===== src/rtl/if_branch_resolve_queue.sv =====
// In-order queue of predicted branches between IF and EX; trains the GShare predictor
// and redirects on mispredict. Optional perf counters: define BRQ_PERF_CNT_EN.
module if_branch_resolve_queue #(
  parameter int unsigned DEPTH = 4,
  parameter int unsigned PTR_W = 2
) (
  input  logic             clk,
  input  logic             reset,
  input  logic             alloc_valid,
  output logic             alloc_ready,
  input  logic [31:0]      alloc_pc,
  input  logic             alloc_pred_take,
  input  logic [31:0]      alloc_alt_pc,
  input  logic             resolve_valid,
  input  logic             resolve_take,
  input  logic             flush_in,
  output logic             pc_jmp_feedback,
  output logic             pc_jmp_take,
  output logic [31:0]      pc_stash_base,
  output logic             redirect_valid,
  output logic [31:0]      redirect_pc,
  output logic [PTR_W:0]   count,
  output logic             resolve_err
`ifdef BRQ_PERF_CNT_EN
  ,
  output logic [31:0]      perf_resolved,
  output logic [31:0]      perf_mispredict
`endif
);

  localparam logic [PTR_W:0] FullCnt = (PTR_W+1)'(DEPTH);

  logic [31:0]      pc_mem   [DEPTH];
  logic             pred_mem [DEPTH];
  logic [31:0]      alt_mem  [DEPTH];

  logic [PTR_W-1:0] head_q, head_d;
  logic [PTR_W-1:0] tail_q, tail_d;
  logic [PTR_W:0]   count_q, count_d;
  logic             fb_q, fb_take_q, redir_q, err_q;
  logic [31:0]      stash_q, redir_pc_q;

  logic             do_resolve, mispredict, do_alloc;

  assign alloc_ready     = (count_q != FullCnt);
  assign count           = count_q;
  assign pc_jmp_feedback = fb_q;
  assign pc_jmp_take     = fb_take_q;
  assign pc_stash_base   = stash_q;
  assign redirect_valid  = redir_q;
  assign redirect_pc     = redir_pc_q;
  assign resolve_err     = err_q;

  // Flush outranks everything; a mispredict makes any same-cycle alloc wrong-path.
  always_comb begin
    do_resolve = resolve_valid && (count_q != '0) && !flush_in;
    mispredict = do_resolve && (resolve_take != pred_mem[head_q]);
    do_alloc   = alloc_valid && alloc_ready && !flush_in && !mispredict;
  end

  always_comb begin
    head_d  = head_q;
    tail_d  = tail_q;
    count_d = count_q;
    if (flush_in || mispredict) begin
      head_d  = '0;
      tail_d  = '0;
      count_d = '0;
    end else begin
      if (do_alloc)   tail_d = tail_q + 1'b1;
      if (do_resolve) head_d = head_q + 1'b1;
      case ({do_alloc, do_resolve})
        2'b10:   count_d = count_q + 1'b1;
        2'b01:   count_d = count_q - 1'b1;
        default: count_d = count_q;
      endcase
    end
  end

  always_ff @(posedge clk) begin
    if (reset) begin
      head_q     <= '0;
      tail_q     <= '0;
      count_q    <= '0;
      fb_q       <= 1'b0;
      fb_take_q  <= 1'b0;
      stash_q    <= '0;
      redir_q    <= 1'b0;
      redir_pc_q <= '0;
      err_q      <= 1'b0;
    end else begin
      head_q     <= head_d;
      tail_q     <= tail_d;
      count_q    <= count_d;
      fb_q       <= do_resolve;
      fb_take_q  <= do_resolve ? resolve_take : 1'b0;
      stash_q    <= do_resolve ? pc_mem[head_q] : '0;
      redir_q    <= mispredict;
      redir_pc_q <= mispredict ? alt_mem[head_q] : '0;
      if (resolve_valid && (count_q == '0)) err_q <= 1'b1;
    end
  end

  // Entry payload needs no reset; validity is tracked by the pointers.
  always_ff @(posedge clk) begin
    if (do_alloc) begin
      pc_mem[tail_q]   <= alloc_pc;
      pred_mem[tail_q] <= alloc_pred_take;
      alt_mem[tail_q]  <= alloc_alt_pc;
    end
  end

`ifdef BRQ_PERF_CNT_EN
  logic [31:0] perf_res_q, perf_mis_q;

  always_ff @(posedge clk) begin
    if (reset) begin
      perf_res_q <= '0;
      perf_mis_q <= '0;
    end else begin
      if (do_resolve) perf_res_q <= perf_res_q + 32'd1;
      if (mispredict) perf_mis_q <= perf_mis_q + 32'd1;
    end
  end

  assign perf_resolved   = perf_res_q;
  assign perf_mispredict = perf_mis_q;
`endif

endmodule

===== config.mk =====
export PLATFORM = sky130hd
export DESIGN_NAME = if_branch_resolve_queue
export DESIGN_NICKNAME = d
export VERILOG_FILES = /design/src/rtl/if_branch_resolve_queue.sv
export SDC_FILE = /design/constraint.sdc
export NUM_CORES = 1
export LEC_CHECK = 0
export BUFFER_PORTS_ARGS = -buffer_cell sky130_fd_sc_hd__buf_2
export CELL_PAD_IN_SITES_DETAIL_PLACEMENT = 1
export CELL_PAD_IN_SITES_GLOBAL_PLACEMENT = 1
export CORE_MARGIN = 2
export CORE_UTILIZATION = 43
export CTS_BUF_LIST = sky130_fd_sc_hd__clkbuf_8
export DETAILED_ROUTE_END_ITERATION = 10
export PLACE_DENSITY = 0.77
export SETUP_SLACK_MARGIN = 0.15
export SLEW_MARGIN = 20
export SYNTH_ARGS = -nofsm -noshare
export SYNTH_HDL_FRONTEND = slang
export SYNTH_SLANG_ARGS = --single-unit

===== constraint.sdc =====
create_clock -name clk -period 3.5 [get_ports clk]
set_input_delay 0.35 -clock clk [delete_from_list [all_inputs] [get_ports clk]]
set_output_delay 0.35 -clock clk [all_outputs]
set_load 0.02 [all_outputs]

==> flow_summary.yaml, run 1 <==
clocking:
  clk_path_buf_depth: 3
  cts_resized: 0
  clk_pin_slew_worst_paths_ns: 0.06
  htree_levels: 2
  cts_buffers: 53
  cts_tree: "built"
  numClockSinks: 337
  cts_hold_buf: 45
  ctsRootBufferMaster: "clkbuf_8"
  cts_setup_buffers: 0
  clock_latency_ns: 0.56
pwr:
  switching_power_uw: 1640
  p_per_area_nw_per_um2: 564
  max-vdd-ir-drop_mv: 0.324
  p_int_uw: 6540
  swShare: 0.201
  p_leak_uw: 0.00519
  power_frac_clock: 0.435
  pwr-share-seq: 0.535
  power_frac_comb: 0.029
place:
  placement.io_buffers: 142
  place.gp.congestion: 0.762
  hpwl_um: 14600
sta:
  fmax_ghz: 0.363
  grt_setup_unrepaired: "no"
  slew_headroom: 0.332
  fin_setup_tns_ns: 0
  hold_ws_ns: 0.0211
  drv_slew: 0
  worst_pin_slew_ns: 1.00
  finalHoldViolCount: 0
  setup_viol: 0
  finalCritPeriodShare: 0.787
  finalClockSkew_ns: 0.0143
  finalCriticalPeriod_ns: 2.75
die:
  core.rowCount: 60
  fp.dieH_um: 169
  core_um2: 26900
  start_util: 0.436
  io_pins: 143
  dieArea_um2: 28600
  die_x_um: 169
logic_synthesis:
  yosys.area_share.simple: 0.0469
  synth_top_cells_by_area: "edfxtp_1 (67%), dfxtp_1 (13%), mux4_2 (13%)"
  ys_ff_latch: 337
  yosysMostFrequentCell: "edfxtp_1"
  synth_edf_count: 260
  synth_top_family_by_area: "multiplexers"
  yosys-top-cells-count: "edfxtp_1 (260), dfxtp_1 (77), mux4_2 (65)"
  synth_top_area_share: 0.667
  yosysWarnings: 0
  syn_inst: 542
  syn_avg_cell_area_um2: 21.6
  synth_adder_area_share: 0.00705
  yosys.area.top_type: "edfxtp_1"
  synthMuxAreaShare: 0.125
  syn_area_um2: 11700
  seq_area_frac_synth: 0.798
  synth_compound_area_frac: 0.00534
  synth_ff_type: "edfxtp_1"
  synth_cell_type_count: 32
  synth.net_count: 619
  async_flop_share: 0
  synthXorXnorAreaFrac: 0.00438
min_path:
  hp-class: "in -> reg"
  hp-start: "alloc_alt_pc[21]"
  min_delay_path_depth: 1
cells_and_area:
  final_nets: 847
  multi_input_area_um2: 2230
  syn2layout_area_growth_pct: 23.8
  postLayoutCoreUtil: 0.540
  drive_gt1_frac: 0.375
  antenna_cells: 0
  fillers: 2462
  regArea_um2: 9360
critical_path:
  required_ns: 3.92
  cp-start-kind: "flip-flop"
  crit_fanout: 6
  end_kind: "flip-flop"
  r2r_cells: 11
  arrival_ns: 3.18
  crit_type: "reg -> reg"
route:
  drt_pass1_iterations: 5
  postRouteAntennaNets: 0
  wire_per_inst_um: 20.8
  drt-vias-per-instance: 5.01
  dr.first_iter.drc_count: 309
  drt_drc_violations_left: 0
  wl_um: 24000
  vias: 5797
grt:
  grt_pass1_wl_um: 37300
  first_global_vias: 6513
  grtUsageTotal: 0.173
  grt_start_max_net_pins: 68
  overflow: 0
  grt_antenna_before_repair: 0
status:
  outcome: "finished, final reports clean"
flow_run:
  max_cap_viol_count: 0
## worst max-delay path, stage by stage, from the launching register on
cell,delay (ns)
dfxtp_1,0.34
mux4_2,0.54
xnor2_2,0.20
o2111a_1,0.32
inv_1,0.08
ha_1,0.18
inv_1,0.06
fa_1,0.37
xor2_1,0.17
nor2_1,0.14
xnor2_1,0.15
nor2_1,0.06
## metrics by stage
step | instances | worst slack [ns] | total power, uW | cell area (um2)
final | 1156 | 0.746 | 8180 | 14500
after global routing | 1156 | 0.595 | 8470 | 14500
after CTS | 1155 | 0.717 | 8280 | 14500
after detailed placement | 1010 | 0.749 | 4670 | 12900
after global placement | 1010 | 0.865 | 4650 | 12900
after floorplan | 542 | 0.208 | 4550 | 11700
## state kept, by name (all words and copies together), names as in the netlist, named ones only
register and cells:
pc_jmp_take 1, redirect_pc 32, count 3, redirect_valid 1, pc_jmp_feedback 1, resolve_err 1
pred_mem 4, pc_mem 128, head_q 2, tail_q 2, alt_mem 128, pc_stash_base 32
## path summary, 6_finish.rpt
| path | end | slack, ns |
|---|---|---|
| max | count[2]$_SDFFE_PP0P_ | 0.75 |
| min | alt_mem[2][21]$_DFFE_PP_ | 0.02 |
| max reg2reg | count[2]$_SDFFE_PP0P_ | 0.75 |
| min reg2reg | resolve_err$_SDFFE_PP0P_ | 0.48 |
## layer usage
| metal | part of all wire | global-route usage | up-vias |
|---|---|---|---|
| met5 | 0 | 0 | - |
| met4 | 0.019 | 0.0505 | 0 |
| met3 | 0.056 | 0.0365 | 44 |
| met2 | 0.53 | 0.313 | 179 |
| met1 | 0.39 | 0.210 | 2985 |
| li1 | - | - | 2589 |
## logic make-up (layout without fill, tap and decap cells)
logic type                 Yosys count  in the layout
DFF                                337            337
adders and majority gates            6              6
and+or+nand+nor                     90             90
buffers and inverters               30            303
xor gates and xnor gates             5              5
AOI/OAI and AO/OA                    9              9
muxes                               65             65
## power by group through the flow
stage	logic, uW	registers, uW	clock network, uW
after floorplan	80.4	4470	0
after global placement	187	4460	0
after detailed placement	201	4470	0
after CTS	243	4380	3650
after global routing	262	4380	3820
final	241	4380	3560
## final cells by class
| cell class | instances | share of cell area |
|---|---|---|
| flip-flops and latches | 337 | 0.645 |
| multi-input cells | 175 | 0.154 |
| repair buffers | 194 | 0.0882 |
| clock buffers | 65 | 0.0617 |
| well taps | 341 | 0.0294 |
| clock inverters | 35 | 0.0196 |
| inverters | 9 | 0.00233 |
## cells in the final DEF, fill, tap and decap left out, types with 3 or more instances in the layout
master / instances
a21oi_1: 3
and2_1: 33
and2_4: 4
buf_12: 5
buf_2: 142
bufinv_16: 5
clkbuf_8: 65
clkinv_1: 3
clkinv_2: 11
dfxtp_1: 75
dlygate4sd3_1: 46
edfxtp_1: 260
ha_1: 5
inv_1: 23
mux4_2: 65
nand2_1: 4
nor2_1: 8
nor2b_1: 32
Note: power is estimated with default switching activity, not from simulation.
==> run 2, diff against run 1 <==
--- a/config.mk
+++ b/config.mk
@@ -5,6 +5,7 @@
 export SDC_FILE = /design/constraint.sdc
 export NUM_CORES = 1
 export LEC_CHECK = 0
+export ABC_AREA = 1
 export BUFFER_PORTS_ARGS = -buffer_cell sky130_fd_sc_hd__buf_2
 export CELL_PAD_IN_SITES_DETAIL_PLACEMENT = 1
 export CELL_PAD_IN_SITES_GLOBAL_PLACEMENT = 1
@@ -12,7 +13,7 @@
 export CORE_UTILIZATION = 43
 export CTS_BUF_LIST = sky130_fd_sc_hd__clkbuf_8
 export DETAILED_ROUTE_END_ITERATION = 10
-export PLACE_DENSITY = 0.77
+export PLACE_DENSITY = 0.78
 export SETUP_SLACK_MARGIN = 0.15
 export SLEW_MARGIN = 20
 export SYNTH_ARGS = -nofsm -noshare
==> constraint.sdc (replaced) <==
create_clock -name clk -period 2.55 [get_ports clk]
set_input_delay 0.255 -clock clk [delete_from_list [all_inputs] [get_ports clk]]
set_output_delay 0.255 -clock clk [all_outputs]
set_load 0.02 [all_outputs]
==> run 2 against run 1 <==
Net effect: via count is 35% higher; largest power group unchanged; area after synthesis rose by 2.6%; critical path type unchanged; sequential power is 37% higher; cell count rose by 35%; sequential cell count unchanged; combinational power is 58% higher.
==> flow_summary.yaml, run 2 <==
clocking:
  ctsRootBufferMaster: "clkbuf_8"
  cts_tree: "built"
  clk_pin_slew_worst_paths_ns: 0.06
  numClockSinks: 337
  clock_latency_ns: 0.56
  htree_levels: 2
  cts_buffers: 52
  clk_path_buf_depth: 3
critical_path:
  crit_type: "reg -> reg"
  critical_path.slowest_cell: "fa_1"
  r2r_cells: 13
  rr_endpoint: "count[2]$_SDFFE_PP0P_"
  arrival_ns: 2.61
  reg2reg_slack_ns: 0.37
  end_kind: "flip-flop"
  path_cells: "nand2_1 > nand3_1 > nand2_1 > nand2_2 > nand3_2 > nand2_4 > ha_1 > inv_1 > fa_1 > a21oi_1 > o21ai_0 > xor2_1 > nor2_1"
  crit_path_max_incr_delay_ns: 0.40
  crit_fanout: 4
  required_ns: 2.98
  crit_top_cell: "nand2_1"
  cp-start-kind: "flip-flop"
logic_synthesis:
  syn_area_um2: 12000
  syn_inst: 912
  synth_top_area_share: 0.650
  yosys-top-cells-count: "nor2_1 (273), edfxtp_1 (260), o21ai_0 (130)"
  seq_area_frac_synth: 0.778
  synth_edf_count: 260
  yosysMostFrequentCell: "nor2_1"
  yosys.area.top_type: "edfxtp_1"
  synth_top_cells_by_area: "edfxtp_1 (65%), dfxtp_1 (13%), nor2_1 (8.5%)"
  ys_ff_latch: 337
  async_flop_share: 0
  synth.net_count: 989
  yosysWarnings: 0
  synth_cell_type_count: 28
  synth_ff_type: "edfxtp_1"
  syn_avg_cell_area_um2: 13.2
die:
  fp.dieH_um: 171
  start_util: 0.435
  dieArea_um2: 29300
  core.rowCount: 61
  die_x_um: 171
  core_um2: 27600
  io_pins: 143
route:
  wire_per_inst_um: 18.6
  dr.first_iter.drc_count: 574
  drt_drc_violations_left: 0
  postRouteAntennaNets: 0
  vias: 7822
  wl_um: 29100
  drt-vias-per-instance: 4.99
  drt_pass1_iterations: 5
sta:
  drv_slew: 0
  fin_setup_tns_ns: 0
  grt_setup_unrepaired: "no"
  hold_ws_ns: 0.0646
  finalClockSkew_ns: 0.0266
  fmax_ghz: 0.459
  finalCritPeriodShare: 0.854
  finalHoldViolCount: 0
  slew_headroom: 0.519
  setup_viol: 0
  finalCriticalPeriod_ns: 2.18
  worst_pin_slew_ns: 0.719
cells_and_area:
  final_cell_mix: "nor2_1 (269), edfxtp_1 (260), buf_2 (142)"
  final_common_cell: "nor2_1"
  syn2layout_area_growth_pct: 24.8
  final_nets: 1222
  drive_gt1_frac: 0.229
  reg_top3: "alt_mem x128, pc_mem x128"
pwr:
  max-vdd-ir-drop_mv: 0.421
  p_per_area_nw_per_um2: 729
  p_leak_uw: 0.00566
grt:
  first_global_vias: 8494
  grt_start_max_net_pins: 130
  grt_pass1_wl_um: 45200
  grtUsageTotal: 0.200
  grt_antenna_before_repair: 1
  overflow: 0
place:
  place.gp.congestion: 0.726
  hpwl_um: 16600
  placement.io_buffers: 142
min_path:
  min_delay_path_depth: 4
  hp-start: "flush_in"
  hp-class: "in -> reg"
  hold_end: "tail_q[1]$_SDFFE_PP0P_"
flow_run:
  max_cap_viol_count: 0
status:
  outcome: "finished, final reports clean"
-- run 2: changes by cell type in the layout (fill, tap and decap cells not counted), sizes merged, moves of 4 or more --
| cell | change |
|---|---|
| nor2 | +266 |
| a21oi | +65 |
| inv | +8 |
| o21ai | +129 |
| buf | +11 |
| nand2 | +12 |
| mux4 | -65 |
| and2 | -37 |
| nor2b | -32 |
| clkinv | +4 |
| dlygate4sd3 | +22 |
-- run 2: layout make-up --
class                   count  area, um2
fillers                  2874      12600
flip-flops and latches    337       9360
multi-input cells         506       2380
repair buffers            227       1620
clock buffers              66        908
well taps                 378        473
clock inverters            30        180
inverters                  21       80.1
diodes                      1       2.50
-- run 2: cells by family (layout without fill, tap and decap cells) --
family	after synthesis	count (layout)	synth area share
other	0	1	0
buffers and inverters	69	344	0.0273
flip-flops	337	337	0.778
adder cells (fa/ha/maj)	6	6	0.00687
XOR/XNOR	1	1	0.000729
AND/OR/NAND/NOR	299	299	0.100
AO/OA/AOI/OAI	200	200	0.0868
-- run 2: what timing repair did --
| item | in CTS | in global routing |
|---|---|---|
| endpoints found under the hold margin | 262 | 0 |
| resized for setup | 0 | 1 |
| hold buffers | 68 | 0 |
| endpoints found under the setup margin | 0 | 1 |
| setup buffers | 0 | 1 |
-- run 2: through the flow --
step | utilization | std cells | setup WS (ns) | power (uW) | instance area [um2]
finish | 0.543 | 1566 | 0.372 | 10900 | 15000
CTS | 0.542 | 1564 | 0.231 | 11100 | 15000
global placement | 0.478 | 1400 | 0.305 | 6400 | 13200
floorplan | - | 912 | 0.155 | 6260 | 12100
global route | 0.543 | 1566 | 0.193 | 11300 | 15000
detailed placement | 0.478 | 1400 | 0.194 | 6420 | 13200
-- run 2: power breakdown --
group	switching (uW)	internal (uW)	total, uW
logic	219	161	380
clock network	2010	2530	4550
registers	23.2	5990	6020
total	2260	8690	10900
-- run 2: layer usage --
layer	vias to the layer above	global-route usage	wire, um
li1	3658	-	-
met4	0	0.0571	512
met1	3904	0.244	12200
met2	218	0.363	14900
met5	-	0	0
met3	42	0.0375	1440
-- run 2: critical path, delay by kind of cell, from the launching register on --
kind	cells	cell delay [ns]
flip-flops	1	0.36
AND/OR/NAND/NOR	7	0.66
XOR/XNOR	1	0.15
adder cells (fa/ha/maj)	2	0.54
AO/OA/AOI/OAI	2	0.29
buffers and inverters	1	0.07
-- run 2: how the worst max path moves through the flow --
| stage | startpoint | to | slack [ns] |
|---|---|---|---|
| 2_1_floorplan | count[1]$_SDFFE_PP0P_ | alt_mem[0][0]$_DFFE_PP_ | 0.15 |
| 3_3_place_gp | flush_in | count[2]$_SDFFE_PP0P_ | 0.31 |
| 3_5_place_dp | flush_in | count[2]$_SDFFE_PP0P_ | 0.19 |
| 4_1_cts | count[2]$_SDFFE_PP0P_ | count[2]$_SDFFE_PP0P_ | 0.23 |
| 5_1_grt | flip-flop | count[2]$_SDFFE_PP0P_ | 0.19 |
| 6_report | flip-flop | count[2]$_SDFFE_PP0P_ | 0.37 |
==> run 3, diff against run 2 <==
--- a/config.mk
+++ b/config.mk
@@ -10,10 +10,10 @@
 export CELL_PAD_IN_SITES_DETAIL_PLACEMENT = 1
 export CELL_PAD_IN_SITES_GLOBAL_PLACEMENT = 1
 export CORE_MARGIN = 2
-export CORE_UTILIZATION = 43
+export CORE_UTILIZATION = 45
 export CTS_BUF_LIST = sky130_fd_sc_hd__clkbuf_8
 export DETAILED_ROUTE_END_ITERATION = 10
-export PLACE_DENSITY = 0.78
+export PLACE_DENSITY = 0.81
 export SETUP_SLACK_MARGIN = 0.15
 export SLEW_MARGIN = 20
 export SYNTH_ARGS = -nofsm -noshare
==> run 3 against run 2 <==
Net effect: the run now ends with design-rule violations left; combinational power is essentially flat; power is 4.1% lower; global-route usage grew 1.5 points; wire length increased by 3.0%; critical path type unchanged; largest cell class unchanged; largest power group unchanged.
==> flow_summary.yaml, run 3 (synthesis gave the netlist of run 2 again) <==
clocking:
  clk_path_buf_depth: 3
  ctsRootBufferMaster: "clkbuf_8"
  numClockSinks: 337
  cts_resized: 0
  htree_levels: 2
  clk_pin_slew_worst_paths_ns: 0.06
  cts_tree: "built"
  cts_buffers: 54
  clock_latency_ns: 0.57
grt:
  grt_util_met1: 0.258
  grt_pass1_wl_um: 46600
  grt_start_max_net_pins: 130
  grtUsageTotal: 0.216
  grt-busiest-layer: "met2"
  grt_antenna_before_repair: 2
  met2_usage: 0.393
  met3_usage: 0.0362
  first_global_vias: 8744
  overflow: 0
cells_and_area:
  reg_top3: "alt_mem x128, pc_mem x128"
  final_nets: 1224
  fillers: 2726
  fin_area_um2: 14800
  syn2layout_area_growth_pct: 23.0
  multi_input_area_um2: 2380
  drive_gt1_frac: 0.213
  final_common_cell: "nor2_1"
  regArea_um2: 9360
  final_cell_mix: "nor2_1 (269), edfxtp_1 (260), buf_2 (142)"
route:
  postRouteAntennaNets: 0
  wire_per_inst_um: 19.6
  dr.first_iter.drc_count: 597
  drt_pass1_iterations: 8
  vias: 7885
  drt-vias-per-instance: 5.17
  wl_um: 29900
  drt_drc_violations_left: 12
min_path:
  hp-class: "in -> reg"
place:
  hpwl_um: 16600
  placed_cell_area_um2: 13100
  place.gp.congestion: 0.783
  dpl_worst_slack_ns: 0.256
  placement.io_buffers: 142
die:
  core.rowCount: 59
  dieArea_um2: 28000
  fp.dieH_um: 167
  die_x_um: 167
  io_pins: 143
  start_util: 0.460
  core_um2: 26100
critical_path:
  critical_path.slowest_cell: "dfxtp_1"
  end_kind: "flip-flop"
  required_ns: 3.04
  crit_path_max_incr_delay_ns: 0.38
  cp-start-kind: "flip-flop"
  reg2reg_slack_ns: 0.39
  crit_fanout: 4
  crit_top_cell: "nand2_1"
  arrival_ns: 2.66
  path_cells: "nand2_1 > nand3_1 > nand2_1 > nand2_2 > nand3_2 > nand2_4 > ha_1 > inv_1 > fa_1 > a21oi_1 > o21ai_0 > xor2_1 > nor2_1"
  crit_type: "reg -> reg"
sta:
  worst_pin_slew_ns: 0.872
  grt_setup_unrepaired: "no"
  finalCritPeriodShare: 0.848
  drv_slew: 0
  finalCriticalPeriod_ns: 2.16
  slew_headroom: 0.419
  setup_ws_ns: 0.387
  finalClockSkew_ns: 0.0265
  finalHoldViolCount: 0
  fin_setup_tns_ns: 0
  hold_ws_ns: 0.0651
  setup_viol: 0
  fmax_ghz: 0.462
pwr:
  max-vdd-ir-drop_mv: 0.414
  p_int_uw: 8230
  swShare: 0.216
  power_frac_clock: 0.390
  p_per_area_nw_per_um2: 710
  power_frac_comb: 0.037
  pwr-share-seq: 0.573
  p_total_uw: 10500
  switching_power_uw: 2260
  p_leak_uw: 0.00561
status:
  violations: "design-rule violations"
  outcome: "complete, but fails checks"
flow_run:
  max_cap_viol_count: 0
## run 3: path summary, 6_finish.rpt
check / from / to / cells after the start
max reg2reg: flip-flop / count[2]$_SDFFE_PP0P_ / 13
min reg2reg: alt_mem[3][5]$_DFFE_PP_ / redirect_pc[5]$_SDFF_PP0_ / 2
min: flush_in / tail_q[0]$_SDFFE_PP0P_ / 4
max: flip-flop / count[2]$_SDFFE_PP0P_ / 13
## run 3: area by class of cell
class,instances,share of cell area
clock buffer,58,0.0540
multi-input combinational,506,0.161
inverter,21,0.00550
tap,335,0.0284
timing repair buffer,227,0.107
clock inverter,40,0.0107
sequential,337,0.633
antenna,2,0.000339
## run 3: layer usage
metal	share of wire	vias to the layer above
li1	-	3668
met1	0.40	3933
met2	0.52	225
met3	0.046	59
met4	0.027	0
met5	0	-
## run 3: timing repair
item                                   CTS  global route
endpoints found under the hold margin  262             0
hold buffers                            68             0
setup endpoints to repair                0             1
buffers inserted                         0             1
## run 3: stage by stage
stage           util  instances
2_1_floorplan      -        912
3_3_place_gp   0.502       1357
3_5_place_dp   0.502       1357
4_1_cts        0.565       1523
5_1_grt        0.565       1526
6_report       0.565       1526
## run 3: worst max-delay path, delay by kind of cell (launching register included)
family / cells / cell delay [ns]
DFF: 1 / 0.38
buffers and inverters: 1 / 0.06
adders and majority gates: 2 / 0.52
AOI/OAI and AO/OA: 2 / 0.25
and+or+nand+nor: 7 / 0.71
xor gates and xnor gates: 1 / 0.15
## run 3: power groups by stage
stage	sequential, uW	combinational (uW)	clock [uW]
after floorplan	6140	123	0
after CTS	6020	381	4200
after global placement	6130	274	0
after detailed placement	6130	296	0
after global routing	6020	424	4430
final	6020	383	4100
